### src/rtl/gpu_raster_if.sv
// Command and framebuffer-port bundle for the raster engine.
// The slave modport is the engine side; the master modport is the decoder/RAM side.
interface gpu_raster_if #(
    parameter int unsigned XW = 9,
    parameter int unsigned YW = 8
);
    logic          cmd_valid;
    logic          cmd_ready;
    logic          cmd_op;
    logic [1:0]    cmd_rop;
    logic          fill_value;
    logic [XW-1:0] src_x;
    logic [YW-1:0] src_y;
    logic [XW-1:0] dst_x;
    logic [YW-1:0] dst_y;
    logic [XW-1:0] rect_w;
    logic [YW-1:0] rect_h;
    logic          abort;
    logic [XW-1:0] mem_x;
    logic [YW-1:0] mem_y;
    logic          mem_rd_en;
    logic          mem_rd_data;
    logic          mem_wr_en;
    logic          mem_wr_data;
    logic          busy;
    logic          done;
    logic          error;
    logic [1:0]    err_code;

    modport slave (
        input  cmd_valid, cmd_op, cmd_rop, fill_value, src_x, src_y, dst_x, dst_y,
               rect_w, rect_h, abort, mem_rd_data,
        output cmd_ready, mem_x, mem_y, mem_rd_en, mem_wr_en, mem_wr_data,
               busy, done, error, err_code
    );

    modport master (
        output cmd_valid, cmd_op, cmd_rop, fill_value, src_x, src_y, dst_x, dst_y,
               rect_w, rect_h, abort, mem_rd_data,
        input  cmd_ready, mem_x, mem_y, mem_rd_en, mem_wr_en, mem_wr_data,
               busy, done, error, err_code
    );
endinterface

### src/rtl/gpu_raster_engine.sv
// 1-bpp framebuffer engine: rectangle FILL and overlap-safe BLIT with raster ops.
// Owns the framebuffer RAM port while busy; one pixel at a time.
module gpu_raster_engine #(
    parameter int unsigned WIDTH  = 320,
    parameter int unsigned HEIGHT = 200,
    parameter int unsigned XW     = 9,
    parameter int unsigned YW     = 8,
    parameter int unsigned RD_LAT = 1
) (
    input  logic        clk,
    input  logic        rst_n,
    gpu_raster_if.slave bus
);

    localparam int unsigned WCW = (RD_LAT > 1) ? $clog2(RD_LAT) : 1;
    localparam logic [1:0]  ROP_COPY = 2'd0;
    localparam logic [1:0]  ROP_XOR  = 2'd1;
    localparam logic [1:0]  ROP_AND  = 2'd2;
    localparam logic [1:0]  ROP_OR   = 2'd3;
    localparam logic        OP_BLIT  = 1'b1;

    typedef enum logic [2:0] {
        IDLE, RD_SRC, WAIT_SRC, RD_DST, WAIT_DST, WRITE
    } state_t;

    typedef struct packed {
        logic          op;
        logic [1:0]    rop;
        logic [XW-1:0] src_x;
        logic [YW-1:0] src_y;
        logic [XW-1:0] dst_x;
        logic [YW-1:0] dst_y;
        logic [XW-1:0] w;
        logic [YW-1:0] h;
    } cmd_t;

    function automatic logic rop_apply(input logic [1:0] r, input logic s, input logic d);
        case (r)
            ROP_XOR: return s ^ d;
            ROP_AND: return s & d;
            ROP_OR:  return s | d;
            default: return s;
        endcase
    endfunction

    // Entry state of each pixel: source read for BLIT, else dest read unless COPY.
    function automatic state_t first_state(input cmd_t c);
        if (c.op == OP_BLIT)       return RD_SRC;
        else if (c.rop != ROP_COPY) return RD_DST;
        else                        return WRITE;
    endfunction

    state_t        state_q, state_n;
    cmd_t          cmd_q, cmd_n, cmd_in, cur;
    logic [XW-1:0] xi_q, xi_n, x_off;
    logic [YW-1:0] yi_q, yi_n, y_off;
    logic [WCW-1:0] wait_q, wait_n;
    logic          s_q, s_n, d_q, d_n;
    logic          xrev, yrev, zero_size, out_of_bounds;
    logic          last_x, last_y, wait_last;

    logic [XW-1:0] mem_x_q, mem_x_n;
    logic [YW-1:0] mem_y_q, mem_y_n;
    logic          rd_en_q, rd_en_n, wr_en_q, wr_en_n, wr_data_q, wr_data_n;
    logic          busy_q, busy_n, ready_q, ready_n, done_q, done_n;
    logic          error_q, error_n;
    logic [1:0]    code_q, code_n;

    // Command view: live inputs while idle, latched copy once running.
    always_comb begin
        cmd_in.op    = bus.cmd_op;
        cmd_in.rop   = bus.cmd_rop;
        cmd_in.src_x = bus.src_x;
        cmd_in.src_y = bus.src_y;
        cmd_in.dst_x = bus.dst_x;
        cmd_in.dst_y = bus.dst_y;
        cmd_in.w     = bus.rect_w;
        cmd_in.h     = bus.rect_h;
        cur          = (state_q == IDLE) ? cmd_in : cmd_q;
        xrev         = (cur.op == OP_BLIT) && (cur.dst_x > cur.src_x);
        yrev         = (cur.op == OP_BLIT) && (cur.dst_y > cur.src_y);
        zero_size    = (cmd_in.w == '0) || (cmd_in.h == '0);
        out_of_bounds =
            (({1'b0, cmd_in.dst_x} + {1'b0, cmd_in.w}) > (XW+1)'(WIDTH))  ||
            (({1'b0, cmd_in.dst_y} + {1'b0, cmd_in.h}) > (YW+1)'(HEIGHT)) ||
            ((cmd_in.op == OP_BLIT) &&
             ((({1'b0, cmd_in.src_x} + {1'b0, cmd_in.w}) > (XW+1)'(WIDTH)) ||
              (({1'b0, cmd_in.src_y} + {1'b0, cmd_in.h}) > (YW+1)'(HEIGHT))));
        last_x    = (xi_q == (cmd_q.w - XW'(1)));
        last_y    = (yi_q == (cmd_q.h - YW'(1)));
        wait_last = (wait_q == WCW'(RD_LAT - 1));
    end

    // Next-state and datapath sequencing.
    always_comb begin
        state_n = state_q;
        cmd_n   = cmd_q;
        xi_n    = xi_q;
        yi_n    = yi_q;
        wait_n  = wait_q;
        s_n     = s_q;
        d_n     = d_q;
        done_n  = 1'b0;
        error_n = error_q;
        code_n  = code_q;

        case (state_q)
            IDLE: begin
                if (bus.cmd_valid) begin
                    if (zero_size) begin
                        done_n  = 1'b1;
                        error_n = 1'b1;
                        code_n  = 2'd2;
                    end else if (out_of_bounds) begin
                        done_n  = 1'b1;
                        error_n = 1'b1;
                        code_n  = 2'd1;
                    end else begin
                        cmd_n   = cmd_in;
                        xi_n    = '0;
                        yi_n    = '0;
                        wait_n  = '0;
                        s_n     = bus.fill_value;
                        error_n = 1'b0;
                        code_n  = 2'd0;
                        state_n = first_state(cmd_in);
                    end
                end
            end
            RD_SRC: begin
                wait_n  = '0;
                state_n = WAIT_SRC;
            end
            WAIT_SRC: begin
                if (wait_last) begin
                    s_n     = bus.mem_rd_data;
                    state_n = (cmd_q.rop == ROP_COPY) ? WRITE : RD_DST;
                end else begin
                    wait_n = wait_q + WCW'(1);
                end
            end
            RD_DST: begin
                wait_n  = '0;
                state_n = WAIT_DST;
            end
            WAIT_DST: begin
                if (wait_last) begin
                    d_n     = bus.mem_rd_data;
                    state_n = WRITE;
                end else begin
                    wait_n = wait_q + WCW'(1);
                end
            end
            WRITE: begin
                if (last_x && last_y) begin
                    done_n  = 1'b1;
                    error_n = 1'b0;
                    code_n  = 2'd0;
                    state_n = IDLE;
                end else begin
                    if (last_x) begin
                        xi_n = '0;
                        yi_n = yi_q + YW'(1);
                    end else begin
                        xi_n = xi_q + XW'(1);
                    end
                    state_n = first_state(cmd_q);
                end
            end
            default: state_n = IDLE;
        endcase

        if ((state_q != IDLE) && bus.abort) begin
            state_n = IDLE;
            done_n  = 1'b1;
            error_n = 1'b1;
            code_n  = 2'd3;
        end
    end

    // Registered RAM-port and status values for the state being entered.
    always_comb begin
        x_off     = xrev ? (cur.w - XW'(1) - xi_n) : xi_n;
        y_off     = yrev ? (cur.h - YW'(1) - yi_n) : yi_n;
        mem_x_n   = mem_x_q;
        mem_y_n   = mem_y_q;
        case (state_n)
            RD_SRC: begin
                mem_x_n = cur.src_x + x_off;
                mem_y_n = cur.src_y + y_off;
            end
            RD_DST, WRITE: begin
                mem_x_n = cur.dst_x + x_off;
                mem_y_n = cur.dst_y + y_off;
            end
            default: ;
        endcase
        rd_en_n   = (state_n == RD_SRC) || (state_n == RD_DST);
        wr_en_n   = (state_n == WRITE);
        wr_data_n = wr_en_n ? rop_apply(cur.rop, s_n, d_n) : 1'b0;
        busy_n    = (state_n != IDLE);
        ready_n   = (state_n == IDLE);
    end

    always_ff @(posedge clk or negedge rst_n) begin
        if (!rst_n) begin
            state_q   <= IDLE;
            cmd_q     <= '0;
            xi_q      <= '0;
            yi_q      <= '0;
            wait_q    <= '0;
            s_q       <= 1'b0;
            d_q       <= 1'b0;
            mem_x_q   <= '0;
            mem_y_q   <= '0;
            rd_en_q   <= 1'b0;
            wr_en_q   <= 1'b0;
            wr_data_q <= 1'b0;
            busy_q    <= 1'b0;
            ready_q   <= 1'b1;
            done_q    <= 1'b0;
            error_q   <= 1'b0;
            code_q    <= 2'd0;
        end else begin
            state_q   <= state_n;
            cmd_q     <= cmd_n;
            xi_q      <= xi_n;
            yi_q      <= yi_n;
            wait_q    <= wait_n;
            s_q       <= s_n;
            d_q       <= d_n;
            mem_x_q   <= mem_x_n;
            mem_y_q   <= mem_y_n;
            rd_en_q   <= rd_en_n;
            wr_en_q   <= wr_en_n;
            wr_data_q <= wr_data_n;
            busy_q    <= busy_n;
            ready_q   <= ready_n;
            done_q    <= done_n;
            error_q   <= error_n;
            code_q    <= code_n;
        end
    end

    assign bus.cmd_ready   = ready_q;
    assign bus.mem_x       = mem_x_q;
    assign bus.mem_y       = mem_y_q;
    assign bus.mem_rd_en   = rd_en_q;
    assign bus.mem_wr_en   = wr_en_q;
    assign bus.mem_wr_data = wr_data_q;
    assign bus.busy        = busy_q;
    assign bus.done        = done_q;
    assign bus.error       = error_q;
    assign bus.err_code    = code_q;

endmodule

### src/flat_wrapper.sv
// flat-port wrapper written by rule: the top's interface ports become plain ports
module gpu_raster_engine_flat 
#(
    parameter int unsigned WIDTH  = 320,
    parameter int unsigned HEIGHT = 200,
    parameter int unsigned XW     = 9,
    parameter int unsigned YW     = 8,
    parameter int unsigned RD_LAT = 1
)
  (clk, rst_n, bus_cmd_valid, bus_cmd_op, bus_cmd_rop, bus_fill_value, bus_src_x, bus_src_y, bus_dst_x, bus_dst_y, bus_rect_w, bus_rect_h, bus_abort, bus_mem_rd_data, bus_cmd_ready, bus_mem_x, bus_mem_y, bus_mem_rd_en, bus_mem_wr_en, bus_mem_wr_data, bus_busy, bus_done, bus_error, bus_err_code);
  gpu_raster_if #(.XW(XW), .YW(YW)) bus_i ();
  input  logic clk;
  input  logic rst_n;
  input wire logic [$bits(bus_i.cmd_valid)-1:0] bus_cmd_valid;
  input wire logic [$bits(bus_i.cmd_op)-1:0] bus_cmd_op;
  input wire logic [$bits(bus_i.cmd_rop)-1:0] bus_cmd_rop;
  input wire logic [$bits(bus_i.fill_value)-1:0] bus_fill_value;
  input wire logic [$bits(bus_i.src_x)-1:0] bus_src_x;
  input wire logic [$bits(bus_i.src_y)-1:0] bus_src_y;
  input wire logic [$bits(bus_i.dst_x)-1:0] bus_dst_x;
  input wire logic [$bits(bus_i.dst_y)-1:0] bus_dst_y;
  input wire logic [$bits(bus_i.rect_w)-1:0] bus_rect_w;
  input wire logic [$bits(bus_i.rect_h)-1:0] bus_rect_h;
  input wire logic [$bits(bus_i.abort)-1:0] bus_abort;
  input wire logic [$bits(bus_i.mem_rd_data)-1:0] bus_mem_rd_data;
  output wire logic [$bits(bus_i.cmd_ready)-1:0] bus_cmd_ready;
  output wire logic [$bits(bus_i.mem_x)-1:0] bus_mem_x;
  output wire logic [$bits(bus_i.mem_y)-1:0] bus_mem_y;
  output wire logic [$bits(bus_i.mem_rd_en)-1:0] bus_mem_rd_en;
  output wire logic [$bits(bus_i.mem_wr_en)-1:0] bus_mem_wr_en;
  output wire logic [$bits(bus_i.mem_wr_data)-1:0] bus_mem_wr_data;
  output wire logic [$bits(bus_i.busy)-1:0] bus_busy;
  output wire logic [$bits(bus_i.done)-1:0] bus_done;
  output wire logic [$bits(bus_i.error)-1:0] bus_error;
  output wire logic [$bits(bus_i.err_code)-1:0] bus_err_code;
  assign bus_i.cmd_valid = bus_cmd_valid;
  assign bus_i.cmd_op = bus_cmd_op;
  assign bus_i.cmd_rop = bus_cmd_rop;
  assign bus_i.fill_value = bus_fill_value;
  assign bus_i.src_x = bus_src_x;
  assign bus_i.src_y = bus_src_y;
  assign bus_i.dst_x = bus_dst_x;
  assign bus_i.dst_y = bus_dst_y;
  assign bus_i.rect_w = bus_rect_w;
  assign bus_i.rect_h = bus_rect_h;
  assign bus_i.abort = bus_abort;
  assign bus_i.mem_rd_data = bus_mem_rd_data;
  assign bus_cmd_ready = bus_i.cmd_ready;
  assign bus_mem_x = bus_i.mem_x;
  assign bus_mem_y = bus_i.mem_y;
  assign bus_mem_rd_en = bus_i.mem_rd_en;
  assign bus_mem_wr_en = bus_i.mem_wr_en;
  assign bus_mem_wr_data = bus_i.mem_wr_data;
  assign bus_busy = bus_i.busy;
  assign bus_done = bus_i.done;
  assign bus_error = bus_i.error;
  assign bus_err_code = bus_i.err_code;
  gpu_raster_engine #(.WIDTH(WIDTH), .HEIGHT(HEIGHT), .XW(XW), .YW(YW), .RD_LAT(RD_LAT)) u_core (.clk(clk), .rst_n(rst_n), .bus(bus_i));
endmodule
### config.mk
export PLATFORM = sky130hd
export DESIGN_NAME = gpu_raster_engine_flat
export DESIGN_NICKNAME = d
export VERILOG_FILES = /design/src/rtl/gpu_raster_if.sv /design/src/rtl/gpu_raster_engine.sv /design/src/flat_wrapper.sv
export SDC_FILE = /design/constraint.sdc
export NUM_CORES = 1
export LEC_CHECK = 0
export ABC_AREA = 1
export ABC_CLOCK_PERIOD_IN_PS = 5700
export BUFFER_PORTS_ARGS = -buffer_cell sky130_fd_sc_hd__buf_2
export CORE_UTILIZATION = 30
export DETAILED_ROUTE_END_ITERATION = 8
export PLACE_DENSITY_LB_ADDON = 0.2
export SYNTH_ARGS = -nofsm -noshare
export SYNTH_HDL_FRONTEND = slang
export SYNTH_SLANG_ARGS = --single-unit
### constraint.sdc
create_clock -name clk -period 5.7 [get_ports clk]
set_input_delay 0.855 -clock clk [delete_from_list [all_inputs] [get_ports clk]]
set_output_delay 0.855 -clock clk [all_outputs]
set_load 0.02 [all_outputs]
==> impl_summary.txt <==
----------------------------------------------------
[Setup path]
  Sort of element at the start of the critical path ... primary input
  Slowest stage delay, CP ... 0.43 ns
  Depth of the critical timing path with buffers and inverters included ... 38
  Family of cells with the greatest summed delay on the critical path ... simple AND/OR/NAND/NOR gates
  Peak fanout along the critical path ... 4
  Depth of the worst register-to-register path ... 39
  Arrival time of data at the critical path endpoint ... 5.62 ns
  Total buffers and inverters traversed by the critical path ... 5
  Required time worst endpoint ... 5.94 ns
  Critical-path cell with the highest stage delay ... fa_1
  Capturing element type of the critical path ... register
  Cell seen most often among critical-path stages ... nand2_1
  Start-to-end type of the worst setup path ... in -> reg

[Drt]
  DRC marker count from the first detailed-route iteration ... 637
  Residual antenna-violating net count after detailed routing ... 0
  Via Count ... 9513
  Vias per cell ... 4.68
  Routed wirelength normalized by instance count ... 13.9 um
  Drc violations ... 0
  Initial DRT Pass Iterations ... 5
  Routed Wire Length ... 28.3 mm

[Power]
  Proportion of power drawn by the clock network ... 0.103
  Net Switching ... 3.32 mW
  Maximum VDD drop ... 0.211 mV
  Internal power ... 3.68 mW
  Power Density ... 583 nW/um^2
  Switching portion of total power ... 0.474
  Share of total power in combinational logic ... 0.722
  Total power draw ... 7.01 mW
  Leakage power ... 6.39 nW
  Proportion of power drawn by flip-flops and latches ... 0.174

[Yosys]
  Number of warnings printed during yosys synthesis ... 0
  Count of flip-flops with a built-in enable after synthesis ... 0
  Cell area after synthesis ... 9400 um^2
  Number of synthesized register bits ... 102
  Most numerous cell in the Yosys netlist ... nand2_1
  Number of library cell types mapped by synthesis ... 50
  Synthesized Nets ... 1565
  Commonest register cell after synthesis ... dfrtp_1
  Library cell occupying the most area in the post-synthesis netlist ... dfrtp_1
  Post-Synthesis Mean Instance Area ... 6.67 um^2
  Syn Inst Count ... 1410
  Leading cell types by count after synthesis ... nand2_1, inv_1, o21ai_0
  Async set or reset register ratio after synthesis ... 1.00
  Share of the yosys chip area belonging to registers ... 0.272
  Area share of the largest cell type after synthesis ... 0.269
  Cell types occupying the most area after synthesis ... dfrtp_1, nand2_1, ha_1, inv_1, o21ai_0

[STA]
  Min cycle time layout ... 5.38 ns
  Final hold slack ... 0.476 ns
  Hold violation count in the final report ... 0
  Slew headroom ... 0.521
  Final Setup Violations ... 0
  Final clock skew ... 0.0166 ns
  Highest Clock Rate ... 0.186 GHz
  Final clock period utilization by the worst path ... 0.944
  Transition time of the tightest slew-check pin ... 0.718 ns
  Crit path setup slack, layout ... 0.318 ns
  Max-slew violation total from the final report ... 0

[Placement]
  Cell count after placement ... 2010
  Number of buffers inserted by port buffering ... 85
  Post-detailed-placement half-perimeter wirelength ... 23.3 mm
  Dpl ws ... -0.528 ns
  Final weighted congestion of routability-driven global placement ... 0.900

[Global routing]
  Total track usage ... 0.184
  Total overflow reported by the global router ... 0
  Pin count of the biggest net entering global routing ... 71
  First-pass GRT wire length ... 45.7 mm
  Via count of the first global-routing pass ... 8887
  Initial antenna violation count ... 0

[Clock network]
  Clock Path Buffers ... 2
  Source-to-sink clock delay at the later pin of the worst-skew pair ... 0.36 ns
  Number of buffers created by CTS ... 9
  Clock Sink Count ... 102
  Clock tree from TritonCTS ... done
  Root cell of the clock tree ... clkbuf_16
  Reg clk slew, reported paths ... 0.07 ns
  H-tree Lvls ... 3

[Layout]
  Antenna cell count ... 0
  Area grow syn2layout ... 27.8%
  Number of cells in the finished layout apart from fillers ... 2033
  Share of layout cells above drive strength 1 ... 0.216
  Final #Nets ... 1787
  Final Core Density ... 0.392

[Job]
  Max_cap viols ... 0

[Die]
  Area of the die ... 32000 um^2
  Core Region ... 30700 um^2
  Starting utilization of the core area ... 0.306
  Number of top-level design ports ... 86
  Die X-Extent ... 179 um
  Placement Rows ... 64
  Die span in y ... 179 um

[Worst hold path]
  Path class of the lowest-slack min-delay path ... reg -> reg
  Count of cells along the worst hold path ... 2

[Run status]
  Result of the run ... finished clean

----------------------------------------------------
per-stage QoR:
step	cell area (um^2)	TNS, ns
2_1_floorplan	9400	0
3_3_place_gp	11300	-0.833
3_5_place_dp	11300	-1.25
4_1_cts	11700	-0.0289
5_1_grt	12000	-0.122
6_report	12000	0
final timing paths:
check                                 start             endpoint  slack (ns)
max                           bus_rect_h[0]  u_core.bus.mem_x[8]        0.32
min                        u_core.cmd_q[41]     u_core.cmd_q[41]        0.48
max reg2reg                 u_core.cmd_q[9]  u_core.bus.mem_x[8]        0.54
min reg2reg                u_core.cmd_q[41]     u_core.cmd_q[41]        0.48
max in group asynchronous             rst_n       u_core.xi_q[7]        3.98
min in group asynchronous             rst_n  u_core.bus.mem_x[2]        0.53
cells by family (layout without fill, tap and decap cells):
kind of cell               after synthesis  in the layout  share of synthesized area
xor gates and xnor gates                48             48                     0.0463
muxes                                    3              3                    0.00320
and+or+nand+nor                        658            658                      0.301
AOI/OAI and AO/OA                      255            255                      0.144
buffers and inverters                  249            476                      0.101
DFF                                    102            102                      0.272
adders and majority gates               95             95                      0.133
state kept, by name, indices dropped and copies added, names as in the netlist, 2 cells and up:
name and cells:
u_core.cmd_q 54, u_core.bus.mem_x 9, u_core.xi_q 9, u_core.bus.mem_y 8
u_core.yi_q 8, u_core.state_q 3, u_core.bus.err_code 2
placed cells by master, fill, tap and decap left out, types with 3 or more instances in the layout:
master,count
a31oi_1,3
xor2_1,27
o21ai_0,139
or2_2,6
o21ai_2,6
nand4_1,18
nand2_2,15
ha_4,4
nor3_1,15
nor2_4,5
o21bai_1,4
inv_2,7
bufinv_16,3
buf_2,83
nand2_4,3
mux2i_1,3
fa_2,6
a21oi_2,13
ha_1,79
a21oi_1,45
inv_1,209
nor2_1,75
nand3_2,8
o21ai_1,23
dfrtp_1,101
clkbuf_16,9
nand3_1,80
nand3b_1,13
nor2_2,6
ha_2,4
xnor2_1,19
nand2_1,405
buf_4,157
power groups by stage:
stage / registers (mW) / clock network (mW) / logic [mW]
after floorplan: 1.29 / 0 / 2.95
after global placement: 1.23 / 0 / 4.67
after detailed placement: 1.23 / 0 / 4.72
after CTS: 1.22 / 0.745 / 4.75
after global routing: 1.26 / 0.773 / 5.75
final: 1.22 / 0.724 / 5.06
cell type report:
cell class | instances | area, um^2
Clock inverter | 5 | 106
Timing Repair Buffer | 243 | 1650
Sequential cell | 102 | 2550
Multi-Input combinational cell | 1059 | 6160
Tap cell | 396 | 495
Fill cell | 3268 | 18700
Clock buffer | 11 | 233
Inverter | 217 | 817
per-layer routing:
metal,global-route usage,vias up,part of all wire
met5,0,-,0
met4,0.0424,0,0.012
met3,0.0250,16,0.043
met2,0.283,146,0.43
met1,0.268,4354,0.51
li1,-,4997,-
repair_timing:
action | CTS | global route
buffers inserted | 0 | 7
hold buffers | 0 | 0
resized for setup | 3 | 83
endpoints found under the setup margin | 2 | 7
pin swaps | 0 | 33
worst reg2reg max path, delay by kind of cell, from the launching register on:
family                     cells  cell delay [ns]
and+or+nand+nor               24             2.30
AOI/OAI and AO/OA              5             0.63
xor gates and xnor gates       1             0.14
adders and majority gates      4             1.16
buffers and inverters          5             0.40
DFF                            1             0.38
No activity file was read; power rests on OpenSTA's default activity.
